## config.mk

```make
export PLATFORM = sky130hd
export DESIGN_NAME = fifo_packer
export DESIGN_NICKNAME = d
export VERILOG_FILES = /design/src/rtl/fifo_pkg.sv /design/src/rtl/pipe_out_reg.sv /design/src/rtl/fifo_packer.sv
export SDC_FILE = /design/constraint.sdc
export NUM_CORES = 1
export LEC_CHECK = 0
export ABC_AREA = 1
export BUFFER_PORTS_ARGS = -buffer_cell sky130_fd_sc_hd__buf_2
export CAP_MARGIN = 20
export CORE_MARGIN = 2
export CORE_UTILIZATION = 60
export DETAILED_ROUTE_END_ITERATION = 8
export PLACE_DENSITY = 0.84
export SYNTH_ARGS = -nofsm -noshare
export SYNTH_HDL_FRONTEND = slang
export SYNTH_HIERARCHICAL = 1
export SYNTH_SLANG_ARGS = --single-unit
```

## constraint.sdc

```tcl
create_clock -name i_clk -period 3.4 [get_ports i_clk]
set_clock_uncertainty 0.15 [all_clocks]
set_input_delay 0.85 -clock i_clk [delete_from_list [all_inputs] [get_ports i_clk]]
set_output_delay 0.85 -clock i_clk [all_outputs]
set_load 0.05 [all_outputs]
```

## src/rtl/fifo_pkg.sv

```systemverilog
`default_nettype none
// ============================================================================
// Module   : fifo_pkg
// Purpose  : Shared constants and helpers for the element-stream stages
//            (element fifo, packer and output register stage).
// Contents : default element width, default pack ratio / pointer widths,
//            ratio helper and keep-mask width constant.
// Revision : 1.0 - initial release
// ============================================================================
package fifo_pkg;

    // Default width of one stream element.
    localparam int c_ELE_BANDWIDTH_DEFAULT   = 8;

    // Default log2 of elements packed per output word.
    localparam int c_PACK_RATIO_LOG2_DEFAULT = 2;

    // Default pointer width of the upstream element fifo.
    localparam int c_PTR_WIDTH_DEFAULT       = 4;

    // Elements per output word for a given log2 ratio.
    function automatic int ratio_of(input int pack_ratio_log2);
        return 1 << pack_ratio_log2;
    endfunction

    // Keep mask carries one bit per lane of the packed word.
    localparam int c_KEEP_WIDTH_DEFAULT = ratio_of(c_PACK_RATIO_LOG2_DEFAULT);

endpackage : fifo_pkg
`default_nettype wire

```

## src/rtl/pipe_out_reg.sv

```systemverilog
`default_nettype none
// ============================================================================
// Module   : pipe_out_reg
// Purpose  : Registered valid/ready output stage carrying data, keep and
//            last. A loaded word is held stable until the downstream
//            handshake completes; a new load may coincide with a drain so
//            the stage sustains one word per cycle.
// Ports    : i_clk, i_rst       - clock, synchronous active-high reset
//            i_load             - upstream presents a word to capture
//            i_data/i_keep/i_last - payload to capture
//            o_ready            - stage can capture a word this cycle
//            o_valid/o_data/o_keep/o_last - registered output word
//            i_ready            - downstream accepts the output word
// Revision : 1.0 - initial release
// ============================================================================
module pipe_out_reg #(
    parameter int DATA_W = 32,
    parameter int KEEP_W = 4
) (
    input  logic              i_clk,
    input  logic              i_rst,
    input  logic              i_load,
    input  logic [DATA_W-1:0] i_data,
    input  logic [KEEP_W-1:0] i_keep,
    input  logic              i_last,
    output logic              o_ready,
    output logic              o_valid,
    output logic [DATA_W-1:0] o_data,
    output logic [KEEP_W-1:0] o_keep,
    output logic              o_last,
    input  logic              i_ready
);

    logic              r_valid;
    logic [DATA_W-1:0] r_data;
    logic [KEEP_W-1:0] r_keep;
    logic              r_last;

    // Space exists when the register is empty or is being drained this cycle.
    // Forced low in reset so nothing upstream is accepted into a clearing stage.
    assign o_ready = ~i_rst & (~r_valid | i_ready);

    always_ff @(posedge i_clk) begin
        if (i_rst) begin
            r_valid <= 1'b0;
            r_data  <= '0;
            r_keep  <= '0;
            r_last  <= 1'b0;
        end else if (i_load) begin
            // Upstream only loads while o_ready is high, so nothing is overwritten.
            r_valid <= 1'b1;
            r_data  <= i_data;
            r_keep  <= i_keep;
            r_last  <= i_last;
        end else if (i_ready) begin
            // Payload is left stale; it is don't-care while valid is low.
            r_valid <= 1'b0;
        end
    end

    assign o_valid = r_valid;
    assign o_data  = r_data;
    assign o_keep  = r_keep;
    assign o_last  = r_last;

endmodule : pipe_out_reg
`default_nettype wire

```

## src/rtl/fifo_packer.sv

```systemverilog
`default_nettype none
// ============================================================================
// Module   : fifo_packer
// Purpose  : Width up-converter for the element stream. Packs RATIO
//            consecutive elements (lane 0 first) into one wide word; i_last
//            flushes a partial word with unused lanes zeroed and their keep
//            bits clear.
// Ports    : i_clk, i_rst            - clock, synchronous active-high reset
//            i_data/i_valid/i_last   - input element stream
//            o_ready                 - element accepted when i_valid & o_ready
//            o_valid/o_data/o_keep/o_last - registered packed word
//            i_ready                 - downstream accepts the packed word
// Revision : 1.0 - initial release
// ============================================================================
module fifo_packer
    import fifo_pkg::*;
#(
    parameter int ELE_BANDWIDTH   = c_ELE_BANDWIDTH_DEFAULT,
    parameter int PACK_RATIO_LOG2 = c_PACK_RATIO_LOG2_DEFAULT
) (
    input  logic                                       i_clk,
    input  logic                                       i_rst,
    input  logic [ELE_BANDWIDTH-1:0]                   i_data,
    input  logic                                       i_valid,
    input  logic                                       i_last,
    output logic                                       o_ready,
    output logic                                       o_valid,
    output logic [ELE_BANDWIDTH*ratio_of(PACK_RATIO_LOG2)-1:0] o_data,
    output logic [ratio_of(PACK_RATIO_LOG2)-1:0]       o_keep,
    output logic                                       o_last,
    input  logic                                       i_ready
);

    localparam int RATIO  = ratio_of(PACK_RATIO_LOG2);
    localparam int WORD_W = ELE_BANDWIDTH * RATIO;

    localparam logic [PACK_RATIO_LOG2-1:0] c_CNT_LAST = '1;
    localparam logic [PACK_RATIO_LOG2-1:0] c_CNT_ONE  = PACK_RATIO_LOG2'(1);

    logic [PACK_RATIO_LOG2-1:0] r_cnt;
    logic [WORD_W-1:0]          r_acc;
    logic [RATIO-1:0]           r_acc_keep;

    logic [WORD_W-1:0]          w_merged_data;
    logic [RATIO-1:0]           w_merged_keep;
    logic                       w_accept;
    logic                       w_complete;
    logic                       w_out_ready;

    assign o_ready    = w_out_ready;
    assign w_accept   = i_valid & w_out_ready;
    assign w_complete = w_accept & ((r_cnt == c_CNT_LAST) | i_last);

    // Accumulator with the incoming element dropped into lane r_cnt. Lanes
    // above r_cnt are still zero here, which gives zeroed tails on a flush.
    generate
        for (genvar k = 0; k < RATIO; k++) begin : g_lane
            logic w_sel;
            assign w_sel = (r_cnt == PACK_RATIO_LOG2'(k));
            assign w_merged_data[k*ELE_BANDWIDTH +: ELE_BANDWIDTH] =
                w_sel ? i_data : r_acc[k*ELE_BANDWIDTH +: ELE_BANDWIDTH];
            assign w_merged_keep[k] = r_acc_keep[k] | w_sel;
        end
    endgenerate

    always_ff @(posedge i_clk) begin
        if (i_rst) begin
            r_cnt      <= '0;
            r_acc      <= '0;
            r_acc_keep <= '0;
        end else if (w_accept) begin
            if (w_complete) begin
                // Word handed to the output stage; start the next at lane 0.
                r_cnt      <= '0;
                r_acc      <= '0;
                r_acc_keep <= '0;
            end else begin
                r_cnt      <= r_cnt + c_CNT_ONE;
                r_acc      <= w_merged_data;
                r_acc_keep <= w_merged_keep;
            end
        end
    end

    pipe_out_reg #(
        .DATA_W (WORD_W),
        .KEEP_W (RATIO)
    ) u_out (
        .i_clk   (i_clk),
        .i_rst   (i_rst),
        .i_load  (w_complete),
        .i_data  (w_merged_data),
        .i_keep  (w_merged_keep),
        .i_last  (i_last),
        .o_ready (w_out_ready),
        .o_valid (o_valid),
        .o_data  (o_data),
        .o_keep  (o_keep),
        .o_last  (o_last),
        .i_ready (i_ready)
    );

endmodule : fifo_packer
`default_nettype wire

```

==> results.rst <==
.. list-table::
   :header-rows: 1

   * - Metric
     - Value
   * - Status
     - finished, final reports clean
   * - Clock Pin Slew Worst Setup and Hold Paths
     - 80 ps
   * - Site row count
     - 26
   * - Static leakage
     - 1.74 nW
   * - Die Ht
     - ~77 um
   * - Power per cell area
     - approximately 500 nW/um^2
   * - Post-detailed-route count of antenna-violating nets
     - 0
   * - Die outline area
     - 5950 um^2
   * - Ys async rst share
     - 0%
   * - Slack of the critical path
     - 919 ps
   * - Standard cell core area
     - around 5000 um^2
   * - TritonCTS Buffers
     - 9
   * - Final hold violation count
     - 0
   * - Post-Synthesis Net Count
     - between 400 and 500
   * - Arrival @ worst endpoint
     - roughly 1500 ps
   * - Slew at the pin closest to its max-slew limit
     - 895 ps
   * - Relative contribution of the clock network to total power
     - between 30 and 40%
   * - Switching component of the power
     - between 0.5 and 0.6 mW
   * - Final critical delay including setup and external delays
     - 2480 ps
   * - Gate count of the mapped netlist
     - 450
   * - Distinct cells, synth
     - 21
   * - Post-synth top area share
     - 47.4%
   * - Proportion of power drawn by combinational gates
     - 12.3%
   * - Number of primary I/O pins
     - 52
   * - Average detailed-routed wire length per instance
     - 13.1 um
   * - Sw frac
     - between 20% and 30%
   * - Starting density of the core
     - 62.4%
   * - Maximum resistive drop on vdd
     - 0.000290 V
   * - First-pass iteration count of the detailed router
     - 5
   * - Leading area contributor after synthesis
     - sky130_fd_sc_hd__dfxtp_1
   * - Worst Setup Path Type
     - input pin to output pin
   * - Number of fillers in the final layout
     - 440
   * - Max-Slew Margin vs Limit
     - 40.2%
   * - Weighted congestion at the end of routability-driven global placement
     - 0.846
   * - Total number of yosys warnings
     - 6
   * - Number of inserted diodes
     - 0
   * - Final Net Count
     - just over 500
   * - Clock root cell
     - sky130_fd_sc_hd__clkbuf_8
   * - Final number of setup-violating endpoints
     - 0
   * - Overall overflow remaining after global route
     - 0
   * - Number of setup buffers added after CTS
     - 0
   * - Count leader, synth
     - sky130_fd_sc_hd__nand2_1
   * - Number of violations of the max-capacitance limit
     - 0
   * - Largest net degree at the start of global routing
     - 39
   * - Worst slack, placed
     - just over 800 ps
   * - Internal power
     - 1.34 mW
   * - Number of flip-flops and latches in the synthesized netlist
     - 76
   * - Total via count after detailed routing
     - 2982
   * - Sink count of the clock tree
     - 76
   * - Total wire length after detailed routing
     - 7.40 mm
   * - Fmax achieved
     - 403 MHz
   * - Min-delay worst type
     - flop to flop
   * - Area overhead of the layout relative to synthesis
     - 12.2%
   * - Final routed DRC violation total
     - 0
   * - Leading cell types by count after synthesis
     - 172 x sky130_fd_sc_hd__nand2_1, 76 x sky130_fd_sc_hd__dfxtp_1, 66 x sky130_fd_sc_hd__nor2_1, 38 x sky130_fd_sc_hd__o21ai_0, 37 x sky130_fd_sc_hd__a21oi_1
   * - Prevailing post-synth register cell
     - sky130_fd_sc_hd__dfxtp_1
   * - Global routing usage summed across all routing layers
     - 26.1%
   * - Clk Latency, worst-skew pair
     - 340 ps
   * - Sequential fraction of the synthesis area
     - a little under half
   * - Post-synth EDFFs
     - 0
   * - Initial DRC count
     - about 200
   * - Part of the cycle the worst path needs
     - roughly 73%
   * - Number of buffers on the longest clock path
     - 2
   * - Design Power
     - 1.85 mW
   * - Wire length of the first global-routing pass
     - 12.3 mm
   * - Share of cells above drive strength 1
     - 17.5%
   * - Startpoint types
     - input pin
   * - Via count of the first global-routing pass
     - 2719
   * - HPWL after detailed placement
     - approximately 4.6 mm
   * - TritonCTS clock tree
     - yes
   * - Fin Setup TNS
     - 0 ps
   * - Top cells by area, synth
     - sky130_fd_sc_hd__dfxtp_1 47%, sky130_fd_sc_hd__nand2_1 20%, sky130_fd_sc_hd__nor2_1 7.7%, sky130_fd_sc_hd__o21ai_0 5.9%, sky130_fd_sc_hd__a21oi_1 5.8%
   * - Sequential share of power
     - 50.2%
   * - Total standard cell area after synthesis
     - 3210 um^2
   * - Register Area
     - between 1500 and 2000 um^2
   * - Die Wd
     - 77.1 um
   * - Number of slew-limit violations in the final report
     - 0
   * - Endpoint type of the worst setup path
     - output pin
   * - Count of port buffers added during placement
     - 51
   * - Htree depth
     - 3
   * - RSZ-0062 raised after global routing
     - false
   * - Initial antenna violation count
     - 0
   * - Post-cts gate resize count
     - 0
   * - Area taken by multi-input logic gates
     - 1430 um^2
   * - Quantity of hold-fixing buffers added after cts
     - 0
   * - Crit Path Max Fanout
     - 2
   * - Via density per instance
     - roughly 5.3
   * - Required time at the endpoint of the critical path
     - 2400 ps
   * - Average cell area after synthesis
     - 7.13 um^2
layout make-up:
cell class | count | area share (%)
Clock inverter | 4 | 1.32
Inverter | 17 | 1.98
Tap cell | 70 | 2.43
Multi-Input combinational cell | 332 | 39.8
Sequential cell | 76 | 42.2
Timing Repair Buffer | 55 | 7.92
Clock buffer | 12 | 4.31
worst max-delay path, stage by stage:
cell	delay [ps]
sky130_fd_sc_hd__buf_2	70
sky130_fd_sc_hd__inv_1	40
sky130_fd_sc_hd__a21oi_1	200
sky130_fd_sc_hd__buf_2	310
through the flow:
stage | instance area [um^2] | util (%) | cells | hold slack, ps
floorplan | 3210 | - | 450 | 266
global placement | 3400 | 66.1 | 550 | 273
detailed placement | 3400 | 66.1 | 550 | 297
CTS | 3600 | 70.1 | 566 | 308
global route | 3600 | 70.1 | 566 | 322
finish | 3600 | 70.1 | 566 | 306
worst paths after layout:
kind	depth (start not counted)	from	to	slack, ps
worst max-delay path	4	i_ready	o_ready	920
worst min-delay path	2	r_acc_keep[0]	r_acc_keep[0]	310
worst max register to register	8	r_cnt[0]	u_out/o_data[21]	1060
worst min register to register	2	r_acc_keep[0]	r_acc_keep[0]	310
power by group through the flow:
stage,logic (mW),registers [mW],clock network [mW]
finish,0.227,0.929,0.696
CTS,0.227,0.929,0.703
global placement,0.223,0.949,0
global route,0.244,0.933,0.743
detailed placement,0.226,0.950,0
floorplan,0.0968,1.03,0
registers in the layout, summed over array words and instances (netlist names):
name           flops
r_acc             32
r_acc_keep         4
r_cnt              2
u_out/o_data      32
u_out/o_keep       4
u_out/o_last       1
u_out/o_valid      1
cells in the final DEF, fill, tap and decap left out:
| cell type | instances |
|---|---|
| sky130_fd_sc_hd__nand2_1 | 172 |
| sky130_fd_sc_hd__dfxtp_1 | 76 |
| sky130_fd_sc_hd__nor2_1 | 66 |
| sky130_fd_sc_hd__buf_2 | 51 |
| sky130_fd_sc_hd__o21ai_0 | 38 |
| sky130_fd_sc_hd__a21oi_1 | 37 |
| sky130_fd_sc_hd__inv_1 | 12 |
| sky130_fd_sc_hd__clkbuf_8 | 11 |
| sky130_fd_sc_hd__nor2_2 | 11 |
| sky130_fd_sc_hd__ha_1 | 4 |
| sky130_fd_sc_hd__buf_4 | 4 |
| sky130_fd_sc_hd__clkinv_1 | 3 |
| sky130_fd_sc_hd__clkinv_2 | 2 |
| sky130_fd_sc_hd__nand2_2 | 1 |
| sky130_fd_sc_hd__clkinv_4 | 1 |
| sky130_fd_sc_hd__nand2_4 | 1 |
| sky130_fd_sc_hd__nor2_8 | 1 |
| sky130_fd_sc_hd__clkbuf_1 | 1 |
| sky130_fd_sc_hd__bufinv_16 | 1 |
| sky130_fd_sc_hd__clkinvlp_4 | 1 |
| sky130_fd_sc_hd__inv_4 | 1 |
| sky130_fd_sc_hd__a21oi_2 | 1 |
kinds of logic after synthesis:
family | count (synthesis) | share of synthesized area (%)
DFF | 76 | 47.4
adders and majority gates | 4 | 1.56
buffers and inverters | 42 | 7.91
and+or+nand+nor | 252 | 31.2
AOI/OAI and AO/OA | 76 | 12.0
layer usage:
metal | GRT usage, % | vias to the layer above | wire length, um
met4 | 13.6 | 0 | 148
met2 | 44.8 | 87 | 3650
met5 | 0 | - | 0
met3 | 4.24 | 14 | 308
li1 | - | 1480 | -
met1 | 31.3 | 1401 | 3300
Note: power is estimated with default switching activity, not from simulation.
